$ cat src/rtl/spi_slave_mode_if.sv
// spi_slave_mode_if: SPI pins plus TX/RX handshake and status bundle for spi_slave_mode.
interface spi_slave_mode_if #(parameter int DW = 8);
    logic sclk, cs_n, mosi, miso, miso_oe;
    logic [DW-1:0] tx_data, rx_data;
    logic tx_valid, tx_ready, rx_valid, rx_ready;
    logic overrun, underrun, frame_err, busy;
    modport slave (
        input sclk, cs_n, mosi, tx_data, tx_valid, rx_ready,
        output miso, miso_oe, tx_ready, rx_data, rx_valid, overrun, underrun, frame_err, busy
    );
    modport master (
        output sclk, cs_n, mosi, tx_data, tx_valid, rx_ready,
        input miso, miso_oe, tx_ready, rx_data, rx_valid, overrun, underrun, frame_err, busy
    );
endinterface

$ cat src/rtl/spi_slave_mode.sv
// spi_slave_mode: oversampled SPI slave, all CPOL/CPHA modes, ready/valid TX and RX sides.
// Define SPI_SLV_RXFIFO_EN for an RX_DEPTH-entry first-word-fall-through RX FIFO.
module spi_slave_mode #(
    parameter int DW = 8,
    parameter int CPOL = 0,
    parameter int CPHA = 0,
    parameter int LSB_FIRST = 1,
    parameter int RX_DEPTH = 4
) (
    input logic clk,
    input logic rst,
    spi_slave_mode_if.slave bus
);
    localparam int CW = $clog2(DW);
`ifdef SPI_SLV_RXFIFO_EN
    localparam int DEPTH = RX_DEPTH;
`else
    localparam int DEPTH = 1;
`endif
    localparam int AW = DEPTH > 1 ? $clog2(DEPTH) : 1;
    typedef enum logic {IDLE, ACTIVE} state_t;
    state_t state, state_n;
    logic [2:0] sclk_q, cs_q;
    logic [1:0] mosi_q;
    logic [CW-1:0] cnt;
    logic [DW-1:0] rx_sh, tx_sh, hold_q;
    logic hold_full, fresh, und_pend, done_q, underrun_q, frame_err_q;
    logic act, sclk_edge, lead, trail, cs_fall, cs_rise, go, sample, shift, last, ws, cap;
    assign sclk_edge = sclk_q[2] ^ sclk_q[1];
    assign lead = sclk_edge & (sclk_q[1] != 1'(CPOL));
    assign trail = sclk_edge & (sclk_q[1] == 1'(CPOL));
    assign cs_fall = cs_q[2] & ~cs_q[1];
    assign cs_rise = ~cs_q[2] & cs_q[1];
    assign act = state == ACTIVE;
    assign go = act & ~cs_rise;
    assign sample = go & (CPHA != 0 ? trail : lead);
    assign shift = go & (CPHA != 0 ? lead : trail);
    assign last = cnt == CW'(DW - 1);
    assign ws = (~act & cs_fall) | (sample & last);
    assign cap = bus.tx_valid & ~hold_full;
    // cs_n chain resets low so a select held low across reset is not taken as a new frame
    always_ff @(posedge clk) begin
        if (rst) begin
            sclk_q <= {3{1'(CPOL)}};
            cs_q <= '0;
            mosi_q <= '0;
        end else begin
            sclk_q <= {sclk_q[1:0], bus.sclk};
            cs_q <= {cs_q[1:0], bus.cs_n};
            mosi_q <= {mosi_q[0], bus.mosi};
        end
    end
    always_ff @(posedge clk) state <= rst ? IDLE : state_n;
    always_comb begin
        state_n = state;
        state_n = act ? (cs_rise ? IDLE : ACTIVE) : (cs_fall ? ACTIVE : IDLE);
    end
    // underrun is reported when the empty word actually begins clocking, not when it is loaded
    always_ff @(posedge clk) begin
        if (rst) begin
            cnt <= '0;
            rx_sh <= '0;
            tx_sh <= '0;
            hold_q <= '0;
            hold_full <= 1'b0;
            fresh <= 1'b0;
            und_pend <= 1'b0;
            done_q <= 1'b0;
            underrun_q <= 1'b0;
            frame_err_q <= 1'b0;
        end else begin
            done_q <= sample & last;
            underrun_q <= go & lead & und_pend;
            frame_err_q <= act & cs_rise & (cnt != '0);
            hold_full <= cap | (hold_full & ~ws);
            if (cap) hold_q <= bus.tx_data;
            if (act & cs_rise) begin
                cnt <= '0;
                rx_sh <= '0;
                tx_sh <= '0;
                und_pend <= 1'b0;
            end else begin
                if (sample) begin
                    cnt <= last ? '0 : cnt + 1'b1;
                    rx_sh <= LSB_FIRST != 0 ? {mosi_q[1], rx_sh[DW-1:1]} : {rx_sh[DW-2:0], mosi_q[1]};
                end
                if (ws) begin
                    tx_sh <= hold_full ? hold_q : '0;
                    fresh <= 1'b1;
                    und_pend <= ~hold_full;
                end else begin
                    if (shift & (CPHA != 0 ? ~fresh : cnt != '0))
                        tx_sh <= LSB_FIRST != 0 ? tx_sh >> 1 : tx_sh << 1;
                    if (shift) fresh <= 1'b0;
                    if (go & lead) und_pend <= 1'b0;
                end
            end
        end
    end
    logic [DW-1:0] mem [DEPTH];
    logic [AW-1:0] wp, rp;
    logic [AW:0] occ;
    logic pop, wr, ovr_q;
    assign pop = (occ != '0) & bus.rx_ready;
    assign wr = done_q & ((occ != (AW+1)'(DEPTH)) | pop);
    always_ff @(posedge clk) begin
        if (rst) begin
            mem <= '{default: '0};
            wp <= '0;
            rp <= '0;
            occ <= '0;
            ovr_q <= 1'b0;
        end else begin
            ovr_q <= done_q & ~wr;
            if (wr) begin
                mem[wp] <= rx_sh;
                wp <= wp == AW'(DEPTH - 1) ? '0 : wp + 1'b1;
            end
            if (pop) rp <= rp == AW'(DEPTH - 1) ? '0 : rp + 1'b1;
            occ <= occ + (AW+1)'(wr) - (AW+1)'(pop);
        end
    end
    assign bus.rx_data = mem[rp];
    assign bus.rx_valid = occ != '0;
    assign bus.tx_ready = ~hold_full;
    assign bus.miso = act & (LSB_FIRST != 0 ? tx_sh[0] : tx_sh[DW-1]);
    assign bus.miso_oe = act;
    assign bus.busy = act;
    assign bus.overrun = ovr_q;
    assign bus.underrun = underrun_q;
    assign bus.frame_err = frame_err_q;
endmodule
$ cat src/flat_wrapper.sv
// flat-port wrapper written by rule: the top's interface ports become plain ports
module spi_slave_mode_flat 
#(
    parameter int DW = 8,
    parameter int CPOL = 0,
    parameter int CPHA = 0,
    parameter int LSB_FIRST = 1,
    parameter int RX_DEPTH = 4
)
  (clk, rst, bus_sclk, bus_cs_n, bus_mosi, bus_tx_data, bus_tx_valid, bus_rx_ready, bus_miso, bus_miso_oe, bus_tx_ready, bus_rx_data, bus_rx_valid, bus_overrun, bus_underrun, bus_frame_err, bus_busy);
  spi_slave_mode_if #(.DW(DW)) bus_i ();
  input logic clk;
  input logic rst;
  input wire logic [$bits(bus_i.sclk)-1:0] bus_sclk;
  input wire logic [$bits(bus_i.cs_n)-1:0] bus_cs_n;
  input wire logic [$bits(bus_i.mosi)-1:0] bus_mosi;
  input wire logic [$bits(bus_i.tx_data)-1:0] bus_tx_data;
  input wire logic [$bits(bus_i.tx_valid)-1:0] bus_tx_valid;
  input wire logic [$bits(bus_i.rx_ready)-1:0] bus_rx_ready;
  output wire logic [$bits(bus_i.miso)-1:0] bus_miso;
  output wire logic [$bits(bus_i.miso_oe)-1:0] bus_miso_oe;
  output wire logic [$bits(bus_i.tx_ready)-1:0] bus_tx_ready;
  output wire logic [$bits(bus_i.rx_data)-1:0] bus_rx_data;
  output wire logic [$bits(bus_i.rx_valid)-1:0] bus_rx_valid;
  output wire logic [$bits(bus_i.overrun)-1:0] bus_overrun;
  output wire logic [$bits(bus_i.underrun)-1:0] bus_underrun;
  output wire logic [$bits(bus_i.frame_err)-1:0] bus_frame_err;
  output wire logic [$bits(bus_i.busy)-1:0] bus_busy;
  assign bus_i.sclk = bus_sclk;
  assign bus_i.cs_n = bus_cs_n;
  assign bus_i.mosi = bus_mosi;
  assign bus_i.tx_data = bus_tx_data;
  assign bus_i.tx_valid = bus_tx_valid;
  assign bus_i.rx_ready = bus_rx_ready;
  assign bus_miso = bus_i.miso;
  assign bus_miso_oe = bus_i.miso_oe;
  assign bus_tx_ready = bus_i.tx_ready;
  assign bus_rx_data = bus_i.rx_data;
  assign bus_rx_valid = bus_i.rx_valid;
  assign bus_overrun = bus_i.overrun;
  assign bus_underrun = bus_i.underrun;
  assign bus_frame_err = bus_i.frame_err;
  assign bus_busy = bus_i.busy;
  spi_slave_mode #(.DW(DW), .CPOL(CPOL), .CPHA(CPHA), .LSB_FIRST(LSB_FIRST), .RX_DEPTH(RX_DEPTH)) u_core (.clk(clk), .rst(rst), .bus(bus_i));
endmodule
$ cat config.mk
export PLATFORM = sky130hd
export DESIGN_NAME = spi_slave_mode_flat
export DESIGN_NICKNAME = d
export VERILOG_FILES = /design/src/rtl/spi_slave_mode_if.sv /design/src/rtl/spi_slave_mode.sv /design/src/flat_wrapper.sv
export SDC_FILE = /design/constraint.sdc
export NUM_CORES = 1
export LEC_CHECK = 0
export CORE_ASPECT_RATIO = 1.4
export CORE_MARGIN = 2
export CORE_UTILIZATION = 40
export CTS_BUF_LIST = sky130_fd_sc_hd__clkbuf_2
export DETAILED_ROUTE_END_ITERATION = 7
export GPL_ROUTABILITY_DRIVEN = 1
export PLACE_DENSITY = 0.6
export SYNTH_ARGS = -nofsm -noshare
export SYNTH_HDL_FRONTEND = slang
export SYNTH_SLANG_ARGS = --single-unit
$ cat constraint.sdc
create_clock -name clk -period 5.5 [get_ports clk]
set_input_delay 1.1 -clock clk [delete_from_list [all_inputs] [get_ports clk]]
set_output_delay 1.1 -clock clk [all_outputs]
set_load 0.02 [all_outputs]
# [Yosys cells after proc, flatten, opt, wreduce, memory -nomap -nowiden]
# Cells that the tools add are included.
# W data, S select, Z words.
[totals] ff_bits=54 latch_bits=0 ram_bits=0 rom_bits=0 input_bits=15 out_inout_bits=16 elab_cells=79 mem_count=0
[op_classes] add_sub_neg=5 mul=0 div=0 order_cmp=3 n_eq_ne=2 shift=0 n_mux=14 bitwise=31 n_reduce_logical=6
[op_table] operator="$mux W8" count=5
[op_table] operator="$and A1 B1 Y1" count=19
[op_table] operator="$bwmux W8" count=1
[op_table] operator="$not A1 Y1" count=8
[op_table] operator="$mux W1" count=7
[op_table] operator="$reduce_bool A2 Y1" count=3
[op_table] operator="$add A3 B1 Y3 const B" count=1
[op_table] operator="$eq A3 B3 Y1 const B" count=1
[op_table] operator="$mux W3" count=1
[op_table] operator="$or A1 B1 Y1" count=3
[op_table] operator="$reduce_bool A3 Y1" count=1
[op_table] operator="$add A1 B1 Y1 const B" count=2
[op_table] operator="$add A2 B1 Y2" count=1
[op_table] operator="$lt A1 B1 Y1 const B" count=2
[op_table] operator="$ne A2 B1 Y1 const B" count=1
[op_table] operator="$reduce_or A2 Y1" count=1
[op_table] operator="$sub A2 B1 Y2" count=1
[op_table] operator="$ge A1 B1 Y1 const B" count=1
[op_table] operator="$logic_and A1 B1 Y1" count=1
[op_table] operator="$xor A1 B1 Y1" count=1

# [Depth between registers and ports, before layout]
[logic_depth] word_depth=10 mapped_depth=8 ltp_nobuf=8

# [Worst setup path after synthesis]
# No wires, ideal clock.
[synth_timing] path_kind="input to register" start="input port bus_rx_ready" end="register u_core.occ[1]" arrival_time_ns=2.437 required_time_ns=5.372 setup_slack_ns=2.935 cell_stages=8 path_buffers=1 cell_sequence="or3b_2 buf_2 nand2_1 inv_1 ha_1 xor2_1 xnor2_1 nor2_1"
[synth_between] elab_chain_len=5
[synth_lines] item="start: declaration" line="flat_wrapper.sv:19" text="input wire logic [$bits(bus_i.rx_ready)-1:0] bus_rx_ready;"
[synth_lines] item="$and A1 B1 Y1" line="spi_slave_mode.sv:104" text="assign pop = (occ != '0) & bus.rx_ready;"
[synth_lines] item="$or A1 B1 Y1" line="spi_slave_mode.sv:105" text="assign wr = done_q & ((occ != (AW+1)'(DEPTH)) | pop);"
[synth_lines] item="$and A1 B1 Y1" line="spi_slave_mode.sv:105"
[synth_lines] item="net u_core.wr" line="spi_slave_mode.sv:103" text="logic pop, wr, ovr_q;"
[synth_lines] item="$add A2 B1 Y2" line="spi_slave_mode.sv:120" text="occ <= occ + (AW+1)'(wr) - (AW+1)'(pop);"
[synth_lines] item="$sub A2 B1 Y2" line="spi_slave_mode.sv:120"
[synth_lines] item="end signal: assignment" line="spi_slave_mode.sv:120"
[synth_lines] item="end: declaration" line="spi_slave_mode.sv:102" text="logic [AW:0] occ;"
# The timed path passes the listed nets, and every way through them passes these cells.
# A chain may end at the register's enable or synchronous reset.

# [Final worst setup path]
[layout_timing] start="register u_core.state, in the netlist u_core.bus.busy" end="output port bus_miso"
[layout_between] elab_chain_len=1
[layout_lines] item="start: declaration" line="spi_slave_mode.sv:22" text="state_t state, state_n;"
[layout_lines] item="start signal: assignment" line="spi_slave_mode.sv:53" text="always_ff @(posedge clk) state <= rst ? IDLE : state_n;"
[layout_lines] item="$and A1 B1 Y1" line="spi_slave_mode.sv:126" text="assign bus.miso = act & (LSB_FIRST != 0 ? tx_sh[0] : tx_sh[DW-1]);"
[layout_lines] item="end: declaration" line="flat_wrapper.sv:20" text="output wire logic [$bits(bus_i.miso)-1:0] bus_miso;"
# Every way passes these cells.

==> out/results.tsv <==
metric	value	unit
Max clock buf depth	2	
Die H	90.0	um
clock buffer count from CTS	5	
f_max	345	MHz
# Max-Cap Violations	0	
Setup crit end kind	primary output	
Post-Route Utilization	48.2	%
Yosys reg bits	52	
CP Launch Type	flop	
Clk pin slew, worst setup/hold paths	250	ps
mapped cell area	0.00211	sq mm
layout cells sized above 1	6.49	%
CP top delay family	flip-flops	
antenna viol nets, final	0	
WL final	3.75	mm
Post-CTS Setup Bufs	0	
pin count of the biggest net entering global routing	35	
Post-Syn Instances	239	
Die Wd	65.4	um
Final Hold Viols	0	
worst-margin pin slew	668	ps
leak pwr	0.874	nW
fin cells	328	
worst relative slew slack	55.4	%
syn_nets	259	
Layout Nets	281	
Critical Path, Cell by Cell	and2_1 > clkdlybuf4s50_1	
final setup fails	0	
CTS resizes	0	
Peak VDD IR	140	uV
Routed wire per std cell	11.4	um
Crit-path slowest cell	dfxtp_1	
Worst Skew	16.3	ps
post-synthesis cell type count	34	
# DRC	0	
number of detailed-route iterations in the first pass	4	
Skew-Pair Late Insertion Delay	420	ps
worst stage delay on the critical path	600	ps
vias per cell	4.89	
Placed Instances	320	
outcome	complete, no violations	
Worst Path Arrival	1800	ps
CTS H-Tree Depth	2	
clk sinks	52	
RSZ-0062 raised after global routing	no	
initial antenna violation count	0	
All-Layer GR Usage	14.0	%
hpwl dp	2.71	mm
initial core utilization	41.3	%
syn_area_per_cell	8.84	sq um
num rows	31	
Ports	31	
drt initial violations	55	
first-pass GRT wire length	6.68	mm
hold buffers post-CTS	0	
n_diodes	0	
routability cong.	0.753	
Total Neg Setup Slack	0	ps
critical path data required time	4400	ps
fin crit share	52.8	%
core area	0.00512	sq mm
root buf cell	clkbuf_2	
post-synthesis sequential area ratio	49.3	%
Slew Limit Fails	0	
die area	0.00589	sq mm
class of the most critical setup path	reg -> out	
Power Density	245	mW/mm^2
CTS tree	done	
power consumption	604	uW
min-delay worst type	reg -> reg	
Port Buffers	30	
Synth warnings	0	
final critical-path required period	2900	ps
vias	1605	
CP max FO	10	
area grow syn2layout	16.8	%
Crit path buffers/inverters	1	
gr ovfl total	0	
Hold WS	457	ps
vias in the first global route	1490	
[final timing paths]
| path | from | endpoint | slack, ps | cells past startpoint |
|---|---|---|---|---|
| max | u_core.bus.busy | bus_miso | 2600 | 2 |
| min | u_core.mosi_q[1] | u_core.rx_sh[7] | 460 | 2 |
| min reg2reg | u_core.mosi_q[1] | u_core.rx_sh[7] | 460 | 2 |
| max reg2reg | u_core.occ[1] | u_core.occ[1] | 3580 | 7 |
[layer usage]
layer  up-vias  global-route usage [%]  routed length (um)
met5         -                       0                   0
met4         0                    4.69                  48
met3         4                    3.38                 126
met2        27                    23.8                1890
met1       716                    17.1                1680
li1        858                       -                   -
[tightest hold or removal path, delay by kind of cell, from the launching register on]
| kind | cells | cell delay [ps] |
|---|---|---|
| flops | 1 | 350 |
| simple gates | 1 | 60 |
| compound gates | 1 | 50 |
[layout make-up]
| class | instances | area [sq um] |
|---|---|---|
| Inverter | 8 | 30.0 |
| Sequential cell | 52 | 1040 |
| Multi-Input combinational cell | 163 | 963 |
| Clock buffer | 6 | 30.0 |
| Fill cell | 525 | 2650 |
| Tap cell | 66 | 82.6 |
| Timing Repair Buffer | 31 | 308 |
| Clock inverter | 2 | 11.3 |
[registers in the layout (all words and copies together), names as in the netlist]
name                  count
u_core.sclk_q             3
u_core.bus.frame_err      1
u_core.cs_q               3
u_core.cnt                3
u_core.bus.underrun       1
u_core.done_q             1
u_core.und_pend           1
u_core.rx_sh              8
u_core.hold_full          1
u_core.mem                8
u_core.bus.overrun        1
u_core.bus.busy           1
u_core.hold_q             8
u_core.mosi_q             2
u_core.tx_sh              8
u_core.occ                2
[cell usage after synthesis, drive strengths merged]
master / number / share of area [%]
nor4b: 1 / 0.41
nor2: 4 / 0.71
o21ai: 1 / 0.24
o2bb2ai: 7 / 2.9
nor3b: 3 / 1.1
buf: 12 / 3.0
nand3b: 3 / 1.1
inv: 8 / 1.4
nor4: 1 / 1.0
ha: 5 / 3.0
nand2: 47 / 8.4
mux2i: 1 / 0.47
or3b: 1 / 0.41
nor3: 3 / 1.4
nand3: 16 / 3.8
and2: 2 / 0.59
xnor2: 1 / 0.41
or3: 3 / 0.89
or2: 2 / 0.59
nand4b: 1 / 0.71
maj3: 1 / 0.47
dfxtp: 52 / 49
a221oi: 7 / 2.9
a21oi: 38 / 9.2
a21o: 1 / 0.36
clkbuf: 4 / 0.71
nor2b: 12 / 3.9
o211ai: 1 / 0.36
xor2: 1 / 0.41
[cell families after synthesis]
| group | share of synthesized area (%) |
|---|---|
| AO/OA/AOI/OAI | 15.9 |
| XOR/XNOR | 0.830 |
| adder cells (fa/ha/maj) | 3.44 |
| buffers and inverters | 5.09 |
| flip-flops | 49.3 |
| multiplexers | 0.474 |
| AND/OR/NAND/NOR | 24.9 |
[report_power, final]
| group | total [mW] | switching, mW | leakage [nW] | internal (mW) |
|---|---|---|---|---|
| Combinational | 0.0603 | 0.0301 | 0.425 | 0.0301 |
| Sequential | 0.396 | 0.00862 | 0.422 | 0.388 |
| Clock | 0.148 | 0.116 | 0.0266 | 0.0317 |
[cell usage in the layout (no fill, tap or decap), types with 4 or more instances in the layout]
master	netlist	routed
ha_1	5	5
clkdlybuf4s50_1	0	30
o2bb2ai_1	7	7
nor2b_1	11	11
inv_1	8	8
nand3_1	16	16
nand2_1	47	47
clkbuf_2	0	6
nor2_1	4	4
dfxtp_1	52	52
a21oi_1	37	37
a221oi_1	7	7
[per-stage QoR]
stage                     instance area (sq um)  worst slack, ps
after floorplan                            2110             2930
after global placement                     2420             2410
after detailed placement                   2420             2390
after CTS                                  2470             2550
after global routing                       2470             2450
final                                      2470             2600
No activity file was read; power rests on OpenSTA's default activity.
